### src/rtl/ntt_stage_sched_if.sv
// Bundle between the NTT stage scheduler and its controller/datapath.
// The scheduler connects to the slave modport. The controller or bench
// connects to the master modport.
//
// Signalling:
//   start is a request that is taken only while the scheduler is idle.
//   rd_en qualifies rd_row/rd_bank in the same cycle.
//   wr_en qualifies wr_row/wr_bank/wr_r4 in the same cycle.
//   There is no back-pressure.
//   All qualified fields read as 0 when their enable is low.
interface ntt_stage_sched_if #(
   parameter int AW = 5
);
   logic            start;
   logic            mode;
   logic            busy;
   logic            done;
   logic [3:0]      stage;
   logic            r4;
   logic [AW-1:0]   cnt;
   logic            rd_en;
   logic [4*AW-1:0] rd_row;
   logic [7:0]      rd_bank;
   logic            wr_en;
   logic [4*AW-1:0] wr_row;
   logic [7:0]      wr_bank;
   logic            wr_r4;
   logic            conflict_err;
   logic [1:0]      dbg_state;

   modport master (
      output start, mode,
      input  busy, done, stage, r4, cnt, rd_en, rd_row, rd_bank,
             wr_en, wr_row, wr_bank, wr_r4, conflict_err, dbg_state
   );

   modport slave (
      input  start, mode,
      output busy, done, stage, r4, cnt, rd_en, rd_row, rd_bank,
             wr_en, wr_row, wr_bank, wr_r4, conflict_err, dbg_state
   );
endinterface

### src/rtl/ntt_stage_sched.sv
// Stage scheduler for the 4-bank mixed-radix NTT datapath.
//
// The scheduler sequences radix-2 or radix-4 stages over N = 2^LOG_N points.
// Each issue cycle it emits four bank-conflict-free read addresses.
// It then replays those addresses as write-backs after the butterfly
// latency of the stage type.
//
// Optional feature: define NTT_SCHED_CONFLICT_CHK_EN to build a sticky
// bank-conflict checker. Without it, conflict_err is tied to 0.
module ntt_stage_sched #(
   parameter int LOG_N   = 7,
   parameter int BF_LAT  = 7,
   parameter int BF_LAT4 = 13
) (
   input  logic             clk,
   input  logic             rst,
   ntt_stage_sched_if.slave sched
);

   localparam int AW    = LOG_N - 2;
   localparam int NS_R2 = LOG_N;
   localparam int NR4   = LOG_N / 2;
   localparam int NS_R4 = NR4 + (LOG_N % 2);
   localparam int DW    = $clog2(BF_LAT4 + 1);

   typedef enum logic [1:0] {
      IDLE  = 2'd0,
      ISSUE = 2'd1,
      DRAIN = 2'd2
   } state_t;

   function automatic logic [LOG_N-1:0] even_mask();
      logic [LOG_N-1:0] v;
      v = '0;
      for (int j = 0; j < LOG_N; j += 2) v[j] = 1'b1;
      return v;
   endfunction

   localparam logic [LOG_N-1:0] EVEN_MASK = even_mask();

   // Opens a zero bit at position p and shifts the higher bits up by one.
   function automatic logic [LOG_N-1:0] ins_zero(input logic [LOG_N-1:0] v,
                                                 input logic [3:0]       p);
      logic [LOG_N-1:0] lo_mask;
      lo_mask = (LOG_N'(1) << p) - LOG_N'(1);
      return ((v >> p) << (p + 4'd1)) | (v & lo_mask);
   endfunction

   state_t          r_state, w_state_nxt;
   logic [3:0]      r_stage, w_stage_nxt;
   logic [AW-1:0]   r_cnt,   w_cnt_nxt;
   logic [DW-1:0]   r_dcnt,  w_dcnt_nxt;
   logic            r_mode,  w_mode_nxt;
   logic            r_done,  w_done_nxt;

   logic            w_busy, w_rd_en, w_r4, w_last_stage;
   logic [3:0]      w_s, w_q, w_p0, w_p1, w_lo, w_hi;
   logic [LOG_N-1:0] w_a, w_idx;
   logic [4*AW-1:0] w_rd_row;
   logic [7:0]      w_rd_bank;

   // Write-back shift line: one entry per cycle, carrying r4 so the tap
   // can be chosen per entry.
   logic            r_pv    [BF_LAT4];
   logic [4*AW-1:0] r_prow  [BF_LAT4];
   logic [7:0]      r_pbank [BF_LAT4];
   logic            r_pr4   [BF_LAT4];
   logic            w_tap2, w_tap4;

   assign w_busy       = (r_state != IDLE);
   assign w_rd_en      = (r_state == ISSUE);
   assign w_r4         = w_busy && r_mode && (r_stage < 4'(NR4));
   assign w_last_stage = (r_stage == (r_mode ? 4'(NS_R4 - 1) : 4'(NS_R2 - 1)));

   // FSM state register plus the per-stage counters.
   always_ff @(posedge clk or posedge rst) begin
      if (rst) begin
         r_state <= IDLE;
         r_stage <= '0;
         r_cnt   <= '0;
         r_dcnt  <= '0;
         r_mode  <= 1'b0;
         r_done  <= 1'b0;
      end else begin
         r_state <= w_state_nxt;
         r_stage <= w_stage_nxt;
         r_cnt   <= w_cnt_nxt;
         r_dcnt  <= w_dcnt_nxt;
         r_mode  <= w_mode_nxt;
         r_done  <= w_done_nxt;
      end
   end

   // Next-state logic: issue N/4 cycles, then drain the butterfly
   // latency, then either start the next stage or finish the transform.
   always_comb begin
      w_state_nxt = r_state;
      w_stage_nxt = r_stage;
      w_cnt_nxt   = r_cnt;
      w_dcnt_nxt  = r_dcnt;
      w_mode_nxt  = r_mode;
      w_done_nxt  = 1'b0;
      case (r_state)
         IDLE: begin
            if (sched.start) begin
               w_state_nxt = ISSUE;
               w_stage_nxt = '0;
               w_cnt_nxt   = '0;
               w_mode_nxt  = sched.mode;
            end
         end
         ISSUE: begin
            w_cnt_nxt = r_cnt + AW'(1);
            if (r_cnt == {AW{1'b1}}) begin
               w_state_nxt = DRAIN;
               w_cnt_nxt   = '0;
               w_dcnt_nxt  = w_r4 ? DW'(BF_LAT4) : DW'(BF_LAT);
            end
         end
         DRAIN: begin
            w_dcnt_nxt = r_dcnt - DW'(1);
            if (r_dcnt == DW'(1)) begin
               w_cnt_nxt = '0;
               if (w_last_stage) begin
                  w_state_nxt = IDLE;
                  w_stage_nxt = '0;
                  w_done_nxt  = 1'b1;
               end else begin
                  w_state_nxt = ISSUE;
                  w_stage_nxt = r_stage + 4'd1;
               end
            end
         end
         default: w_state_nxt = IDLE;
      endcase
   end

   // Butterfly bit positions for the current stage.
   // The radix-2 tail of mode 1 always uses stride bit LOG_N-1.
   always_comb begin
      w_s = r_mode ? 4'(LOG_N - 1) : r_stage;
      if ((w_s ^ 4'd1) < 4'(LOG_N)) w_q = w_s ^ 4'd1;
      else                          w_q = w_s[0] ? 4'd0 : 4'd1;
      if (w_r4) begin
         w_p0 = {r_stage[2:0], 1'b0};
         w_p1 = {r_stage[2:0], 1'b1};
      end else begin
         w_p0 = w_s;
         w_p1 = w_q;
      end
      w_lo = (w_p0 < w_p1) ? w_p0 : w_p1;
      w_hi = (w_p0 < w_p1) ? w_p1 : w_p0;
      w_a  = ins_zero(ins_zero(LOG_N'(r_cnt), w_lo), w_hi);
   end

   // Lane addresses.
   // The bank is the parity of the odd bits and the parity of the even bits.
   // The two butterfly bits differ in parity class, so the four lanes
   // always land in four distinct banks.
   always_comb begin
      w_rd_row  = '0;
      w_rd_bank = '0;
      w_idx     = '0;
      for (int m = 0; m < 4; m++) begin
         w_idx = w_a | (LOG_N'(m % 2) << w_p0) | (LOG_N'(m / 2) << w_p1);
         if (w_rd_en) begin
            w_rd_row[m*AW +: AW] = w_idx[LOG_N-1:2];
            w_rd_bank[2*m +: 2]  = {^(w_idx & ~EVEN_MASK), ^(w_idx & EVEN_MASK)};
         end
      end
   end

   // Write-back delay line. It is cleared on reset so that an aborted
   // transform leaves no stray writes.
   always_ff @(posedge clk or posedge rst) begin
      if (rst) begin
         for (int i = 0; i < BF_LAT4; i++) begin
            r_pv[i]    <= 1'b0;
            r_prow[i]  <= '0;
            r_pbank[i] <= '0;
            r_pr4[i]   <= 1'b0;
         end
      end else begin
         r_pv[0]    <= w_rd_en;
         r_prow[0]  <= w_rd_row;
         r_pbank[0] <= w_rd_bank;
         r_pr4[0]   <= w_r4;
         for (int i = 1; i < BF_LAT4; i++) begin
            r_pv[i]    <= r_pv[i-1];
            r_prow[i]  <= r_prow[i-1];
            r_pbank[i] <= r_pbank[i-1];
            r_pr4[i]   <= r_pr4[i-1];
         end
      end
   end

   assign w_tap2 = r_pv[BF_LAT-1]  && !r_pr4[BF_LAT-1];
   assign w_tap4 = r_pv[BF_LAT4-1] &&  r_pr4[BF_LAT4-1];

   assign sched.busy      = w_busy;
   assign sched.done      = r_done;
   assign sched.stage     = r_stage;
   assign sched.r4        = w_r4;
   assign sched.cnt       = r_cnt;
   assign sched.rd_en     = w_rd_en;
   assign sched.rd_row    = w_rd_row;
   assign sched.rd_bank   = w_rd_bank;
   assign sched.wr_en     = w_tap2 | w_tap4;
   assign sched.wr_row    = w_tap4 ? r_prow[BF_LAT4-1]  : (w_tap2 ? r_prow[BF_LAT-1]  : '0);
   assign sched.wr_bank   = w_tap4 ? r_pbank[BF_LAT4-1] : (w_tap2 ? r_pbank[BF_LAT-1] : '0);
   assign sched.wr_r4     = w_tap4;
   assign sched.dbg_state = r_state;

`ifdef NTT_SCHED_CONFLICT_CHK_EN
   logic r_conflict;
   logic w_pair_eq;

   assign w_pair_eq = (w_rd_bank[1:0] == w_rd_bank[3:2]) ||
                      (w_rd_bank[1:0] == w_rd_bank[5:4]) ||
                      (w_rd_bank[1:0] == w_rd_bank[7:6]) ||
                      (w_rd_bank[3:2] == w_rd_bank[5:4]) ||
                      (w_rd_bank[3:2] == w_rd_bank[7:6]) ||
                      (w_rd_bank[5:4] == w_rd_bank[7:6]);

   // Sticky conflict flag. Only reset clears it.
   always_ff @(posedge clk or posedge rst) begin
      if (rst) r_conflict <= 1'b0;
      else     r_conflict <= r_conflict | (w_rd_en & w_pair_eq);
   end

   assign sched.conflict_err = r_conflict;
`else
   assign sched.conflict_err = 1'b0;
`endif

endmodule

### src/flat_wrapper.sv
// flat-port wrapper written by rule: the top's interface ports become plain ports
module ntt_stage_sched_flat 
#(
   parameter int LOG_N   = 7,
   parameter int BF_LAT  = 7,
   parameter int BF_LAT4 = 13
)
  (clk, rst, sched_start, sched_mode, sched_busy, sched_done, sched_stage, sched_r4, sched_cnt, sched_rd_en, sched_rd_row, sched_rd_bank, sched_wr_en, sched_wr_row, sched_wr_bank, sched_wr_r4, sched_conflict_err, sched_dbg_state);
  ntt_stage_sched_if #(.AW(5)) sched_i ();
  input  logic clk;
  input  logic rst;
  input wire logic [$bits(sched_i.start)-1:0] sched_start;
  input wire logic [$bits(sched_i.mode)-1:0] sched_mode;
  output wire logic [$bits(sched_i.busy)-1:0] sched_busy;
  output wire logic [$bits(sched_i.done)-1:0] sched_done;
  output wire logic [$bits(sched_i.stage)-1:0] sched_stage;
  output wire logic [$bits(sched_i.r4)-1:0] sched_r4;
  output wire logic [$bits(sched_i.cnt)-1:0] sched_cnt;
  output wire logic [$bits(sched_i.rd_en)-1:0] sched_rd_en;
  output wire logic [$bits(sched_i.rd_row)-1:0] sched_rd_row;
  output wire logic [$bits(sched_i.rd_bank)-1:0] sched_rd_bank;
  output wire logic [$bits(sched_i.wr_en)-1:0] sched_wr_en;
  output wire logic [$bits(sched_i.wr_row)-1:0] sched_wr_row;
  output wire logic [$bits(sched_i.wr_bank)-1:0] sched_wr_bank;
  output wire logic [$bits(sched_i.wr_r4)-1:0] sched_wr_r4;
  output wire logic [$bits(sched_i.conflict_err)-1:0] sched_conflict_err;
  output wire logic [$bits(sched_i.dbg_state)-1:0] sched_dbg_state;
  assign sched_i.start = sched_start;
  assign sched_i.mode = sched_mode;
  assign sched_busy = sched_i.busy;
  assign sched_done = sched_i.done;
  assign sched_stage = sched_i.stage;
  assign sched_r4 = sched_i.r4;
  assign sched_cnt = sched_i.cnt;
  assign sched_rd_en = sched_i.rd_en;
  assign sched_rd_row = sched_i.rd_row;
  assign sched_rd_bank = sched_i.rd_bank;
  assign sched_wr_en = sched_i.wr_en;
  assign sched_wr_row = sched_i.wr_row;
  assign sched_wr_bank = sched_i.wr_bank;
  assign sched_wr_r4 = sched_i.wr_r4;
  assign sched_conflict_err = sched_i.conflict_err;
  assign sched_dbg_state = sched_i.dbg_state;
  ntt_stage_sched #(.LOG_N(LOG_N), .BF_LAT(BF_LAT), .BF_LAT4(BF_LAT4)) u_core (.clk(clk), .rst(rst), .sched(sched_i));
endmodule
### config.mk
export PLATFORM = sky130hd
export DESIGN_NAME = ntt_stage_sched_flat
export DESIGN_NICKNAME = d
export VERILOG_FILES = /design/src/rtl/ntt_stage_sched_if.sv /design/src/rtl/ntt_stage_sched.sv /design/src/flat_wrapper.sv
export SDC_FILE = /design/constraint.sdc
export NUM_CORES = 1
export LEC_CHECK = 0
export CAP_MARGIN = 20
export CORE_UTILIZATION = 53
export DETAILED_ROUTE_END_ITERATION = 10
export GPL_ROUTABILITY_DRIVEN = 1
export GPL_TIMING_DRIVEN = 0
export PLACE_DENSITY = 0.75
export REMOVE_ABC_BUFFERS = 1
export SLEW_MARGIN = 15
export SYNTH_ARGS = -nofsm -noshare
export SYNTH_HDL_FRONTEND = slang
export SYNTH_SLANG_ARGS = --single-unit
### constraint.sdc
create_clock -name clk -period 13.7 [get_ports clk]
set_clock_uncertainty 0.05 [all_clocks]
set_input_delay 3.425 -clock clk [delete_from_list [all_inputs] [get_ports clk]]
set_output_delay 3.425 -clock clk [all_outputs]
set_load 0.02 [all_outputs]
==> qor.yml <==
drt:
  drc: 0
  drt-total-wl_um: 32500
  routedWlPerCell_um: 23.2
  first_pass_iters: 5
  first_iter_violations: 757
  drtAntennaViolNets: 0
  via_per_inst: 5.76
  num_vias: 8065
global_routing:
  grt_start_max_net_pins: 108
  grt_pass1_wl_um: 51200
  grt_pass1_vias: 8526
  grt_overflow_total: 0
  grtUsageTotal: 0.258
  antenna_found_initial: 2
critical_path:
  setup.worst_path.end_class: "primary output"
  crit_path_top_delay_cell: "clkdlybuf4s50_1"
  cp.required_ns: 10.22
  critPathKind: "register to primary output"
  worstPathMaxFanout: 23
  slowest_delay_ns: 0.69
  critPathLaunchType: "register"
  cp_top_family: "compound AO/OA/AOI/OAI gates"
  path_buf_inv: 5
  crit_arrival_ns: 9.91
floorplan:
  row_count: 58
  dieArea_mm2: 0.0267
  start_util: 0.544
  io_pins: 78
  die_y_um: 163
  fp.dieW_um: 163
  coreArea_mm2: 0.0253
clock_network:
  htreeDepth: 2
  cts_buffer_depth: 3
  cts_sinks: 407
  cts_buffers: 39
  cts_tree: "done"
  cts_hold_buf: 0
  clk_pin_slew_ns: 0.08
  clock_latency_ns: 0.54
  clock-root-buffer: "clkbuf_16"
synthesis:
  syn_area_mm2: 0.0138
  synth_seq_cells: 407
  syn_inst: 944
  syn_avg_cell_area_um2: 14.6
  synth_flop_cell: "dfrtp_1"
  ys_warn_count: 0
  synth_edf_count: 0
  seq_area_frac_synth: 0.739
  async_flop_share: 1.00
  synth_cell_types: 99
place:
  dp_hpwl_um: 18900
  portBuffers: 76
  dpl.cell_count: 1320
  gp_congestion: 0.904
  placed_area_mm2: 0.0149
layout:
  final_cell_mix: "407 x dfrtp_1, 76 x clkdlybuf4s50_1, 66 x nor2_1"
  post-route-util: 0.644
  final_nets: 1068
  drive_gt1_frac: 0.115
  layout_commonest_cell: "dfrtp_1"
  antenna_cells: 0
  fin_area_mm2: 0.0163
  layoutNonFillerInstCount: 1400
  syn_to_final_growth_pct: 18.3
timing:
  setup_viol: 0
  fmax_ghz: 0.0747
  hold_viol: 0
  relSlewSlack: 0.364
  period_share: 0.977
  slew_violations: 0
  fin_hold_ws_ns: 0.278
  fin_crit_ns: 13.38
  worst-slew-pin-transition_ns: 0.941
run:
  max-cap-violations: 0
run_status:
  status: "finished, final reports clean"
min_path:
  hold_path_class: "register to register"
## cell usage after synthesis (all sizes together), types with 7 or more instances
| master | instances | area, µm² |
|---|---|---|
| buf | 9 | 56.3 |
| o21ai | 39 | 199 |
| nor4 | 7 | 58.8 |
| nor2 | 68 | 263 |
| and2 | 12 | 75.1 |
| nand2b | 12 | 75.1 |
| xnor2 | 16 | 148 |
| nand3 | 16 | 80.1 |
| a31oi | 8 | 56.3 |
| a211oi | 14 | 138 |
| clkbuf | 27 | 105 |
| ha | 24 | 300 |
| o31ai | 9 | 95.1 |
| a21oi | 36 | 195 |
| nand2 | 39 | 146 |
| inv | 25 | 93.8 |
| dfrtp | 407 | 10200 |
| nor3 | 16 | 91.3 |
| a22o | 32 | 280 |
## area by class of cell
type | instances | area [µm²]
Fill cell | 1679 | 9030
Multi-Input combinational cell | 476 | 3400
Tap cell | 330 | 413
Clock inverter | 13 | 168
Clock buffer | 58 | 1100
Inverter | 28 | 113
Timing Repair Buffer | 88 | 927
Sequential cell | 407 | 10200
## worst register-to-register path: stages (launching register included)
cell and delay (ns):
dfrtp_1 0.57, ha_1 0.37, nor4b_4 0.37, nand2_1 0.33
inv_1 0.27, nor2_1 0.16, nor2_1 0.27, inv_1 0.16
ha_1 0.25, or3_1 0.43, o21a_2 0.35, xnor2_4 0.51
inv_2 0.34, ha_1 0.32, ha_1 0.40, inv_1 0.19
nor2_1 0.06, a22o_1 0.27, o31a_1 0.37, a22oi_2 0.32
a21oi_1 0.12, and2_1 0.19, o41a_1 0.46, a211oi_4 0.63
mux2i_1 0.22, a221oi_2 0.33, xor2_1 0.12, nor2_1 0.34
## logic make-up (layout without fill, tap and decap cells)
family / Yosys count / after routing / synth area share
other cells: 2 / 4 / 0.000545
fa+ha+maj: 24 / 24 / 0.0218
simple gates: 201 / 201 / 0.0746
compound gates: 218 / 218 / 0.123
mux: 9 / 9 / 0.00681
flops: 407 / 407 / 0.739
xor+xnor: 19 / 20 / 0.0147
buf+inv: 64 / 187 / 0.0193
## flip-flops by register name, indices dropped and copies added, names as in the netlist
name,flops
u_core.r_prow,260
u_core.r_pbank,104
u_core.r_pr4,13
u_core.r_pv,13
u_core.sched.cnt,5
u_core.r_dcnt,4
u_core.sched.stage,4
u_core.sched.dbg_state,2
u_core.r_mode,1
u_core.sched.done,1
## metrics by stage
step / setup TNS, ns / setup slack, ns
finish: 0 / 0.319
global route: -0.0124 / -0.0124
CTS: 0 / 0.259
detailed placement: 0 / 0.303
global placement: -1886.34 / -4.67
floorplan: -446.84 / -1.10
## metal layers
| layer | global-route usage | share of wire | up-vias |
|---|---|---|---|
| met5 | 0 | 0 | - |
| li1 | - | - | 3510 |
| met1 | 0.361 | 0.43 | 4154 |
| met2 | 0.432 | 0.50 | 335 |
| met3 | 0.0292 | 0.046 | 66 |
| met4 | 0.0680 | 0.024 | 0 |
## final timing paths
kind	from	end	cells after the start	slack, ns
max reg2reg	u_core.sched.stage[0]	u_core.r_pbank[99]	27	4.81
max in group asynchronous	rst	u_core.r_prow[213]	4	8.75
min	u_core.r_prow[48]	u_core.r_prow[28]	0	0.28
min in group asynchronous	rst	u_core.r_prow[43]	2	3.38
max	u_core.sched.stage[0]	sched_rd_bank[3]	28	0.32
min reg2reg	u_core.r_prow[48]	u_core.r_prow[28]	0	0.28
## repair_timing
action | CTS | global route
cloned | 1 | 0
gates resized for setup | 1 | 2
buffers inserted | 0 | 8
setup endpoints to repair | 5 | 4
pin swaps | 1 | 2
hold endpoints to repair | 0 | 0
Power is left out: the tool's default activity adds up to more than one toggle a clock period on the data nets, which glitch-free logic cannot reach.
